**config.mk**
```make
export PLATFORM = sky130hd
export DESIGN_NAME = bcd_countdown
export DESIGN_NICKNAME = d
export VERILOG_FILES = /design/src/rtl/bcd_countdown_pkg.sv /design/src/rtl/bcd_countdown_key_edge.sv /design/src/rtl/bcd_countdown.sv
export SDC_FILE = /design/constraint.sdc
export NUM_CORES = 1
export LEC_CHECK = 0
export CORE_MARGIN = 4
export CORE_UTILIZATION = 40
export CTS_CLUSTER_DIAMETER = 150
export DETAILED_ROUTE_END_ITERATION = 8
export HOLD_SLACK_MARGIN = 0.15
export SLEW_MARGIN = 25
export SYNTH_ARGS = -nofsm -noshare
export SYNTH_HDL_FRONTEND = slang
export SYNTH_SLANG_ARGS = --single-unit
export TNS_END_PERCENT = 20
```
**constraint.sdc**
```tcl
create_clock -name CLOCK_50 -period 2.4 [get_ports CLOCK_50]
set_input_delay 0.72 -clock CLOCK_50 [delete_from_list [all_inputs] [get_ports CLOCK_50]]
set_output_delay 0.72 -clock CLOCK_50 [all_outputs]
set_load 0.005 [all_outputs]
```
**src/rtl/bcd_countdown_pkg.sv**
```systemverilog
// rtl/bcd_countdown_pkg.sv - shared state encoding and BCD helpers for the countdown timer
package bcd_countdown_pkg;

    typedef enum logic [1:0] {
        ST_IDLE  = 2'd0,
        ST_RUN   = 2'd1,
        ST_PAUSE = 2'd2,
        ST_DONE  = 2'd3
    } state_t;

    localparam logic [3:0] BCD_MAX = 4'd9;

    typedef struct packed {
        logic [3:0] h;
        logic [3:0] t;
        logic [3:0] u;
    } bcd3_t;

    function automatic logic [3:0] sat_digit(input logic [3:0] d);
        return (d > BCD_MAX) ? BCD_MAX : d;
    endfunction

    // Only ever applied to a non-zero value, so the hundreds digit cannot wrap.
    function automatic bcd3_t bcd_dec(input bcd3_t v);
        bcd3_t r;
        r = v;
        if (v.u != 4'd0) begin
            r.u = v.u - 4'd1;
        end else begin
            r.u = BCD_MAX;
            if (v.t != 4'd0) begin
                r.t = v.t - 4'd1;
            end else begin
                r.t = BCD_MAX;
                r.h = v.h - 4'd1;
            end
        end
        return r;
    endfunction

endpackage

```
**src/rtl/bcd_countdown_key_edge.sv**
```systemverilog
// rtl/bcd_countdown_key_edge.sv - key synchronizer, debouncer and press pulse generator
module key_edge #(
    parameter int DEB = 500000
) (
    input  logic CLOCK_50,
    input  logic reset_n,
    input  logic key_n,
    output logic press
);

    localparam int CW = (DEB > 1) ? $clog2(DEB + 1) : 1;
    localparam logic [CW-1:0] CNT_LAST = CW'(DEB - 1);

    logic          sync_a;
    logic          sync_b;
    logic          level;
    logic          level_q;
    logic [CW-1:0] cnt;

    always_ff @(posedge CLOCK_50 or negedge reset_n) begin
        if (!reset_n) begin
            sync_a  <= 1'b1;
            sync_b  <= 1'b1;
            level   <= 1'b1;
            level_q <= 1'b1;
            cnt     <= '0;
            press   <= 1'b0;
        end else begin
            sync_a  <= key_n;
            sync_b  <= sync_a;
            level_q <= level;
            press   <= level_q & ~level;
            // Any sample agreeing with the current level restarts the stability count.
            if (sync_b != level) begin
                if (cnt == CNT_LAST) begin
                    level <= sync_b;
                    cnt   <= '0;
                end else begin
                    cnt <= cnt + CW'(1);
                end
            end else begin
                cnt <= '0;
            end
        end
    end

endmodule

```
**src/rtl/bcd_countdown.sv**
```systemverilog
// rtl/bcd_countdown.sv - settable 3-digit BCD countdown timer with start/pause key
module bcd_countdown
    import bcd_countdown_pkg::*;
#(
    parameter int CLK_HZ = 50000000,
    parameter int M      = 5,
    parameter int DEB    = 500000
) (
    input  logic        CLOCK_50,
    input  logic        reset_n,
    input  logic        load,
    input  logic [11:0] preset,
    input  logic        key_n,
    output logic [3:0]  bcd_100,
    output logic [3:0]  bcd_10,
    output logic [3:0]  bcd_1,
    output logic        running,
    output logic        done
);

    localparam int CNT_MAX = CLK_HZ / M - 1;
    localparam int PW      = (CNT_MAX > 0) ? $clog2(CNT_MAX + 1) : 1;
    localparam logic [PW-1:0] PMAX = PW'(CNT_MAX);

    state_t        state;
    bcd3_t         digits;
    bcd3_t         digits_dec;
    logic [PW-1:0] presc;
    logic          press;
    logic          tick;

    key_edge #(.DEB(DEB)) u_key (
        .CLOCK_50 (CLOCK_50),
        .reset_n  (reset_n),
        .key_n    (key_n),
        .press    (press)
    );

    always_comb begin
        tick       = (state == ST_RUN) && (presc == PMAX);
        digits_dec = bcd_dec(digits);
    end

    always_ff @(posedge CLOCK_50 or negedge reset_n) begin
        if (!reset_n) begin
            state   <= ST_IDLE;
            digits  <= '0;
            presc   <= '0;
            running <= 1'b0;
            done    <= 1'b0;
        end else begin
            running <= (state == ST_RUN);
            done    <= (state == ST_DONE);
            if (load) begin
                state  <= ST_IDLE;
                digits <= {sat_digit(preset[11:8]), sat_digit(preset[7:4]), sat_digit(preset[3:0])};
                presc  <= '0;
            end else begin
                case (state)
                    ST_IDLE: begin
                        if (press) begin
                            presc <= '0;
                            state <= (digits == '0) ? ST_DONE : ST_RUN;
                        end
                    end
                    ST_RUN: begin
                        // Reaching zero wins over a simultaneous pause request.
                        if (tick) begin
                            presc  <= '0;
                            digits <= digits_dec;
                            if (digits_dec == '0) begin
                                state <= ST_DONE;
                            end else if (press) begin
                                state <= ST_PAUSE;
                            end
                        end else begin
                            presc <= presc + PW'(1);
                            if (press) begin
                                state <= ST_PAUSE;
                            end
                        end
                    end
                    ST_PAUSE: begin
                        if (press) begin
                            state <= ST_RUN;
                        end
                    end
                    ST_DONE: begin
                        if (press) begin
                            state <= ST_IDLE;
                        end
                    end
                    default: state <= ST_IDLE;
                endcase
            end
        end
    end

    assign bcd_100 = digits.h;
    assign bcd_10  = digits.t;
    assign bcd_1   = digits.u;

endmodule

```
==> results.txt <==
----------------------------------------------------
[Global routing]
  Total global routing overflow ... 0
  Via count of the first global-routing pass ... 2,763
  Pin count of the biggest net entering global routing ... 38
  Number of antenna violations at the first check in global routing ... 0
  Global-route wire length before repair ... 13,200 um
  Global Route met3 Usage ... 4.78%
  Most utilized layer in the global route result ... met2
  Met1 layer usage reported by global route ... 21.9%
  Met2 routing resource usage after global routing ... 25.2%
  Global-route usage over all layers ... 16.2%

[Worst setup path]
  Startpoint kind of the worst setup timing path ... flop
  Required time of the critical path ... 2.64 ns
  Start-to-end type of the worst setup path ... flop to flop
  Critical path fanouts, max ... 14
  Arrival time of data at the critical path endpoint ... 2.50 ns
  Nature of the critical path endpoint ... flop

[Clock tree]
  Number of hold buffers added after CTS ... 0
  Clock sinks ... 64
  Clock latency of the later-clocked register in the worst-skew pair ... 0.35 ns
  Postcts setup bufs ... 0
  Resized Gates After CTS ... 0
  Clock root cell ... clkbuf_8
  Clock transition time at the flip-flop clock pins of the worst setup and hold paths ... 0.09 ns
  Count of H-tree levels built during CTS ... 3
  CTS tree ... yes
  Maximum count of clock buffers along a single path ... 2
  Number of CTS-inserted buffers ... 9

[Timing]
  Number of failing hold endpoints at the final stage ... 0
  Min Clock Period, post-route ... 2.26 ns
  Slew of the pin with the lowest slew margin ... 0.660 ns
  Achievable frequency ... 0.442 GHz
  Part of the cycle the worst path needs ... 94.3%
  Total Negative Setup Slacks ... 0 ns
  Max-slew violation count ... 0
  Layout Skew ... 0.0154 ns
  Final Setup Violations ... 0
  Setup repair after global routing missed its margin ... false
  Normalized max-slew margin ... 56.0%

[Worst hold path]
  Classification of the worst-slack hold path ... flop to flop

[Yosys]
  Synth Area in Compound Gates ... 10.6%
  Count of state elements after synthesis ... 64
  Simple-gate share of the synthesized area ... 28.3%
  Top flip-flop cell by instance count after synthesis ... dfrtp_1
  Net count of the mapped netlist ... 373
  Area share of the largest cell type after synthesis ... 43.6%
  Sequential-to-total area share from yosys stat ... 46.6%
  Mapped cell area ... 3450 sq um
  Average cell area after synthesis ... 9.76 sq um
  Main combinational cell family by area after synthesis ... simple AND/OR/NAND/NOR gates
  Cell taking the most area after synthesis ... dfrtp_1
  Number of flops mapped to enable cells by yosys ... 0
  Parity-gate share of the synthesized area counting xor and xnor cells ... 8.64%
  Top cells by area, synth ... dfrtp_1 (44%), xnor2_1 (4.3%), xor2_1 (4.3%)
  Total number of yosys warnings ... 0
  Fraction of synthesized area in multiplexers ... 1.53%
  Mapped Cells ... 353
  Async S/R FF share, synth ... 100%
  Distinct cells, synth ... 60
  Post-Synth Adder-Cell Area ... 1.45%

[Floorplanning]
  Placement row count ... 33
  Initial core utilization ... 41.5%
  Height of the die ... 101 um
  # IOs ... 30
  Core region area ... 8300 sq um
  Chip width ... 101 um
  Die Outline Area ... 10,200 sq um

[Placement]
  HPWL after detailed placement ... 5480 um
  Count of input and output buffers ... 29
  Placer congestion estimate ... 0.864
  Placed Cells incl. Taps ... 502

[Run status]
  Result of the run ... finished clean

[Detailed routing]
  Total length of routed wires ... 7670 um
  Total vias in the final route ... 2,828
  Average routed wire per standard cell ... 14.8 um
  DRC violation count after routing ... 0
  Average vias per placed instance ... 5.46
  Post-detailed-route count of antenna-violating nets ... 0
  Initial drt markers ... 141
  Detailed-routing iteration count for the pre-antenna-repair pass ... 4

[Power and ir drop]
  VDD IR-drop max ... 0.294 mV
  Pwr Density ... 564 nW/um^2
  Leak ... 1.75 nW

[Final layout]
  Non-filler cells in the finished layout ... 518
  Post-synthesis to final-layout area growth ... 22.8%
  Highest-count cells in the layout ignoring fill and taps ... dfrtp_1 (60), nor2_1 (38), nand2_1 (28), clkdlybuf4s50_1 (28), buf_4 (27)
  Fill cells ... 786
  Number of diodes added for antenna fixing ... 0
  Most common cell after layout, fill and taps aside ... dfrtp_1
  Final Net Count ... 428
  Fraction of layout cells with a size suffix above 1 ... 16.0%

[Job]
  Number of max-capacitance violations reported ... 0

----------------------------------------------------
## critical path, cell delays in order, from the launching register on
cell	delay, ns
dfrtp_1	0.37
ha_1	0.20
nand2_1	0.10
or4_1	0.52
buf_4	0.22
or4_1	0.48
a22oi_1	0.20
o21ai_1	0.07
## flip-flops by register name, summed over array words and instances (netlist names)
register and flops:
bcd_1 4, bcd_10 4, bcd_100 4, done 1, presc 24, running 1, state 2, u_key.cnt 19
u_key.level 1, u_key.level_q 1, u_key.press 1, u_key.sync_a 1, u_key.sync_b 1
## metal layers
metal | routed length (um) | vias up
met2 | 3560 | 52
met4 | 134 | 0
met1 | 3730 | 1376
met3 | 246 | 14
met5 | 0 | -
li1 | - | 1386
## stage by stage
| stage | hold slack (ns) | setup slack [ns] | utilization (%) | cell area [sq um] | power [mW] |
|---|---|---|---|---|---|
| 2_1_floorplan | 0.345 | 0.0558 | - | 3450 | 1.23 |
| 3_3_place_gp | 0.346 | 0.101 | 48.3 | 4010 | 1.36 |
| 3_5_place_dp | 0.354 | 0.0523 | 48.3 | 4010 | 1.36 |
| 4_1_cts | 0.366 | 0.0332 | 51.0 | 4230 | 2.41 |
| 5_1_grt | 0.373 | 0.00982 | 51.0 | 4230 | 2.50 |
| 6_report | 0.366 | 0.136 | 51.0 | 4230 | 2.38 |
## cell type report
| cell class | count | area (sq um) | share of cell area, % |
|---|---|---|---|
| multi-input combinational | 266 | 1740 | 41.2 |
| sequential | 64 | 1610 | 38.0 |
| timing repair buffer | 56 | 488 | 11.5 |
| tap | 105 | 131 | 3.10 |
| clock buffer | 9 | 124 | 2.93 |
| clock inverter | 7 | 96.3 | 2.28 |
| inverter | 11 | 41.3 | 0.976 |
## cell usage after synthesis (all sizes together), types with 2 or more instances
library cell	count
a21o	2
a21oi	9
a31oi	6
and2	6
and3	3
and4	6
and4b	2
buf	4
clkbuf	8
dfrtp	60
dfstp	4
ha	4
inv	11
mux2	2
mux2i	3
nand2	28
nand2b	5
nand3	15
nand3b	3
nand4	15
nor2	38
nor2b	4
nor3	12
nor4	12
nor4bb	2
o211ai	2
o21a	4
o21ai	17
o22ai	3
o32a	2
or2	4
or3	3
or4	5
xnor2	17
xor2	17
## path summary, 6_finish.rpt
kind,from,endpoint,slack [ns],depth (start not counted)
hold / removal,u_key.sync_a,u_key.sync_b,0.37,0
min in group asynchronous,reset_n,bcd_10[0],0.39,2
hold reg to reg,u_key.sync_a,u_key.sync_b,0.37,0
setup reg to reg,presc[1],bcd_10[1],0.14,7
setup / recovery,presc[1],bcd_10[1],0.14,7
max in group asynchronous,reset_n,u_key.sync_a,1.61,2
## power breakdown
part | internal (mW) | switching (mW) | leakage [nW]
registers | 1.10 | 0.0246 | 0.859
clock network | 0.584 | 0.462 | 0.101
logic | 0.110 | 0.101 | 0.791
## kinds of logic after synthesis
family	Yosys count
xor+xnor	34
simple gates	167
compound gates	56
buf+inv	23
flops	64
mux	5
fa+ha+maj	4
(Power assumes the default switching activity.)
==> variant 1: new RTL, same flow settings <==
Set the package constant `BCD_MAX` to 4'd6 (it was 4'd9).
--- a/src/rtl/bcd_countdown_pkg.sv
+++ b/src/rtl/bcd_countdown_pkg.sv
@@ -9,5 +9,5 @@
     } state_t;
 
-    localparam logic [3:0] BCD_MAX = 4'd9;
+    localparam logic [3:0] BCD_MAX = 4'd6;
 
     typedef struct packed {
Function: changed (a bounded check fails within 4 cycles, from zero or initial values and one cycle with reset_n low).
==> variant 1 against the unedited design <==
Clock power shrank 9%. Worst setup slack worse by 59 ps. Wire length is 12% higher. Non-clock buffer count is 19 higher. Combinational power fell by 3%. Total power fell by 4.6%. Area after synthesis up 4.7%. Critical endpoint is now state[0]. Worst hold slack got worse by 2.7 ps. Via count increased by 12%. Largest cell class unchanged. Sequential cell count is the same. Design area is 7.5% higher.
==> variant 1: results (changes against the unedited design) <==
Yosys
  – Post-Synth XOR/XNOR Area: 6.07% (-2.6 points)
  – Largest cells by area after synthesis: dfrtp_1 (42%), nor2_1 (4.6%), xnor2_1 (4.1%)
  – Mux contribution to synthesized area: 2.91% (+1.4 points)
  – Mapped Nets: 426 (+14%)
  – Most frequent cells after synthesis: dfrtp_1 (60), nor2_1 (44), nand2_1 (34)
  – Post-Synth Adder-Cell Area: 2.77% (+1.3 points)
  – Post-synthesis sequential area ratio: 44.5% (-2.1 points)
  – Mapped Cells: 402 (+14%)
  – EDFF count, synth: 0 (unchanged)
  – Netlist cell types: 54 (-10%)

STA
  – Clock skew after layout: 9.33 ps (-6.08 ps)

Clock tree
  – Worst skew pair latency: 340 ps
  – Clock-pin slew on the worst setup and hold paths: 70 ps (-20 ps)

Place
  – Inst Count DP: 569 (+13%)
  – Placer congestion estimate: 0.900 (+4.1%)
  – Post-DP HPWL: 6230 um (+14%)
  – Setup WS pre-CTS: -76.5 ps (-129 ps)

Critical path
  – Critical Path AT: 2590 ps (+90 ps)
  – Slowest cell on the critical path: or3b_2
  – Crit path max fanout: 5 (-9)

Power
  – Leak pwr: 1.84 nW (+4.9%)
  – Worst vdd ir: 0.256 mV (-13%)

Final layout
  – Layout cell share with drive strength beyond 1: 16.8% (+0.79 points)
  – Final nets: 496 (+16%)
  – Fill cells: 842 (+7.1%)

Route
  – Via-to-Cell Ratio: 5.44 (-0.43%)
  – Routed wire length: 8590 um (+12%)

Global route
  – Largest net degree at the start of global routing: 65 (+71%)
  – Gr usage total: 17.7% (+1.5 points)

Status
  – Status: finished clean
variant 1: cell families (layout without fill, tap and decap cells):
group | count (synthesis) | count (layout)
and+or+nand+nor | 187 | 187
AOI/OAI and AO/OA | 69 | 69
DFF | 64 | 64
buffers and inverters | 39 | 114
xor gates and xnor gates | 25 | 25
muxes | 10 | 10
adders and majority gates | 8 | 8
variant 1: final cells by class:
| class | instances | area share [%] |
|---|---|---|
| Timing Repair Buffer | 75 | 14.4 |
| Clock inverter | 6 | 1.49 |
| Clock buffer | 10 | 3.03 |
| Tap cell | 108 | 2.97 |
| Inverter | 23 | 1.90 |
| Sequential cell | 64 | 35.3 |
| Multi-Input combinational cell | 299 | 40.9 |
variant 1: path summary, 6_finish.rpt:
check | from | slack [ps] | to | cells after the start
min | u_key.sync_a | 360 | u_key.sync_b | 0
min in group asynchronous | reset_n | 390 | bcd_100[2] | 2
min reg2reg | u_key.sync_a | 360 | u_key.sync_b | 0
max reg2reg | bcd_1[0] | 80 | state[0] | 7
max in group asynchronous | reset_n | 1690 | u_key.level | 2
max | bcd_1[0] | 80 | state[0] | 7
variant 1: through the flow:
step | area [um^2] | power, mW
after detailed placement | 4330 | 1.34
after floorplan | 3610 | 1.22
after global placement | 4330 | 1.34
final | 4550 | 2.27
after CTS | 4540 | 2.31
after global routing | 4550 | 2.38
variant 1: repair_timing:
| item | in CTS | in global routing |
|---|---|---|
| gates resized for setup | 1 | 1 |
| endpoints found under the setup margin | 7 | 5 |
| pin swaps | 0 | 0 |
| hold buffers | 0 | 0 |
variant 1: layer usage:
layer / wire (um) / track usage, % / vias to the layer above
met2: 4050 / 28.3 / 63
met4: 93 / 5.78 / 0
met5: 0 / 0 / -
met3: 371 / 3.52 / 6
li1: - / - / 1581
met1: 4070 / 24.0 / 1530
variant 1: power breakdown:
group | total [mW] | switching, mW | internal (mW) | leakage, nW
clock network | 0.953 | 0.442 | 0.511 | 0.0989
logic | 0.205 | 0.103 | 0.102 | 0.882
registers | 1.12 | 0.0186 | 1.10 | 0.855
variant 1: worst max-delay path: cells and delay by family, from the launching register on:
| family | cells | cell delay [ps] |
|---|---|---|
| simple gates | 3 | 1130 |
| buf+inv | 1 | 100 |
| fa+ha+maj | 1 | 180 |
| flops | 1 | 370 |
| compound gates | 2 | 470 |
==> variant 2: new RTL, config.mk and constraints unchanged <==
Without the edit above. Reset style: synchronous (`reset_n`), changed in 2 clocked blocks.
--- a/src/rtl/bcd_countdown_key_edge.sv
+++ b/src/rtl/bcd_countdown_key_edge.sv
@@ -18,5 +18,5 @@
     logic [CW-1:0] cnt;
 
-    always_ff @(posedge CLOCK_50 or negedge reset_n) begin
+    always_ff @(posedge CLOCK_50) begin
         if (!reset_n) begin
             sync_a  <= 1'b1;
--- a/src/rtl/bcd_countdown.sv
+++ b/src/rtl/bcd_countdown.sv
@@ -42,5 +42,5 @@
     end
 
-    always_ff @(posedge CLOCK_50 or negedge reset_n) begin
+    always_ff @(posedge CLOCK_50) begin
         if (!reset_n) begin
             state   <= ST_IDLE;
Behaviour: differs if reset_n is asserted again (counterexample within 4 cycles, from zero or initial values and one cycle with reset_n low); with reset_n held inactive, the same outputs for 10 cycles.
==> variant 2 against the unedited design <==
Area after synthesis is 6.0% lower. Worst setup slack improved by 30 ps. Total power is 8.3% lower. First-iteration DRC count fell by 8.5%. Design area shrank 6.8%. Synthesized cell count increased by 9.9%. Wire length fell by 5.2%. Sequential cell count unchanged.
==> variant 2: results (changes against the unedited design) <==
Status
  – Status: finished clean

Power
  – P_comb: 0.161 mW (-24%)
  – Leak pwr: 1.30 nW (-26%)
  – NetSw: 0.515 mW (-12%)
  – Worst vdd ir: 0.233 mV (-21%)
  – Reg power frac: 50.2% (+2.9 points)

Global route
  – Gr usage total: 16.1% (-0.12 points)
  – Grt met2 use: 25.3% (+0.073 points)
  – Largest net degree at the start of global routing: 20 (-47%)
  – Initial antenna violation count: 0 (unchanged)
  – Met1 Usage GRT: 21.4% (-0.52 points)
  – Vias in the first global route: 2,821 (+2.1%)
  – Met3 Track Usage GR: 3.14% (-1.6 points)
  – Global-route wire length before repair: 12,800 um (-2.6%)

Critical path
  – Critical Path AT: 2510 ps (about the same)
  – Crit path max fanout: 7 (-7)
  – R2R setup slack: 170 ps (+30 ps)
  – Setup crit end: bcd_10[3]
  – Slowest cell on the critical path: or4b_4
  – Origin of the worst setup path: presc[7]
  – CP max stage delay: 570 ps (+50 ps)
  – FF-to-FF path depth: 5 (-2)

Route
  – Initial detailed-routing violation count: 129 (-8.5%)
  – Met3 routed WL: 236 um (-4.1%)
  – WL met2: 3180 um (-11%)
  – Via count: 2,916 (+3.1%)
  – Routed wire length: 7270 um (-5.2%)
  – M1 WL: 3710 um (-0.46%)

Clock tree
  – Setup bufs post-CTS: 0 (unchanged)
  – Worst skew pair latency: 340 ps
  – H-tree depth: 3 (unchanged)

Yosys
  – Largest cells by area after synthesis: dfxtp_1 (40%), nor2_1 (6.7%), xor2_1 (5.1%)
  – Post-synthesis sequential area ratio: 39.6% (-7.1 points)
  – Netlist cell types: 51 (-15%)
  – Most frequent cells after synthesis: dfxtp_1 (64), nor2_1 (58), nand2_1 (26)
  – Post-synth ARST share: 0% (-100 points)
  – Mapped Nets: 408 (+9.4%)

Final layout
  – Fill cells: 763 (-2.9%)
  – Final nets: 453 (+5.8%)
  – Layout cell share with drive strength beyond 1: 9.13% (-6.8 points)
  – Largest registers: presc x24, u_key.cnt x19
  – Antenna diode count: 0 (unchanged)

STA
  – Min Tclk post-route: 2230 ps (-30.0 ps)
  – Slew @ Worst Pin: 581 ps (-78.8 ps)
  – Clock skew after layout: 11.7 ps (-3.76 ps)

Hold path
  – Hold Path Stages: 1 (+1)
  – Hold Path Origin: u_key.sync_a

Place
  – Setup WS pre-CTS: 147 ps (+94.3 ps)
  – Placer congestion estimate: 0.816 (-5.6%)
  – Post-DP HPWL: 5210 um (-5.0%)
variant 2: changes by cell type after synthesis, moves of 4 or more:
cell,before,now
dfxtp_1,0,64
dfrtp_1,60,0
nor2_1,38,58
o21ai_0,6,16
o21ai_1,10,0
nor4_1,6,14
and3_1,3,10
a21oi_1,9,15
nand3_1,15,21
nor3_1,11,6
a211oi_1,1,5
a311oi_1,0,4
dfstp_2,4,0
nor4_2,4,0
variant 2: worst min path at each step:
stage	endpoint	slack [ps]
floorplan	u_key.sync_b	390
global placement	u_key.press	400
global route	u_key.press	430
detailed placement	u_key.sync_b	390
CTS	u_key.press	420
finish	u_key.sync_b	410
variant 2: worst register-to-register path: cells and delay by family (launching register included):
kind               cells  cell delay (ps)
AOI/OAI and AO/OA      1              160
DFF                    1              380
and+or+nand+nor        4             1630
variant 2: logic make-up (layout without fill, tap and decap cells):
kind of cell,Yosys count,in the layout,synth area share [%]
AOI/OAI and AO/OA,65,65,13.0
xor gates and xnor gates,37,37,10.0
adders and majority gates,4,4,1.55
buffers and inverters,27,77,3.63
DFF,64,64,39.6
muxes,2,2,0.618
and+or+nand+nor,189,189,31.6
variant 2: cell type report:
| cell class | instances | area (um^2) | area share [%] |
|---|---|---|---|
| multi-input combinational | 297 | 1850 | 47.0 |
| sequential | 64 | 1280 | 32.5 |
| timing repair buffer | 48 | 433 | 11.0 |
| clock buffer | 12 | 145 | 3.68 |
| tap | 102 | 128 | 3.24 |
| clock inverter | 4 | 53.8 | 1.36 |
| inverter | 13 | 48.8 | 1.24 |
variant 2: stage by stage:
step,total power [mW],instances,cell area (um^2)
floorplan,1.20,388,3240
global placement,1.28,524,3730
detailed placement,1.28,524,3730
CTS,2.21,540,3930
global route,2.28,540,3940
finish,2.19,540,3940
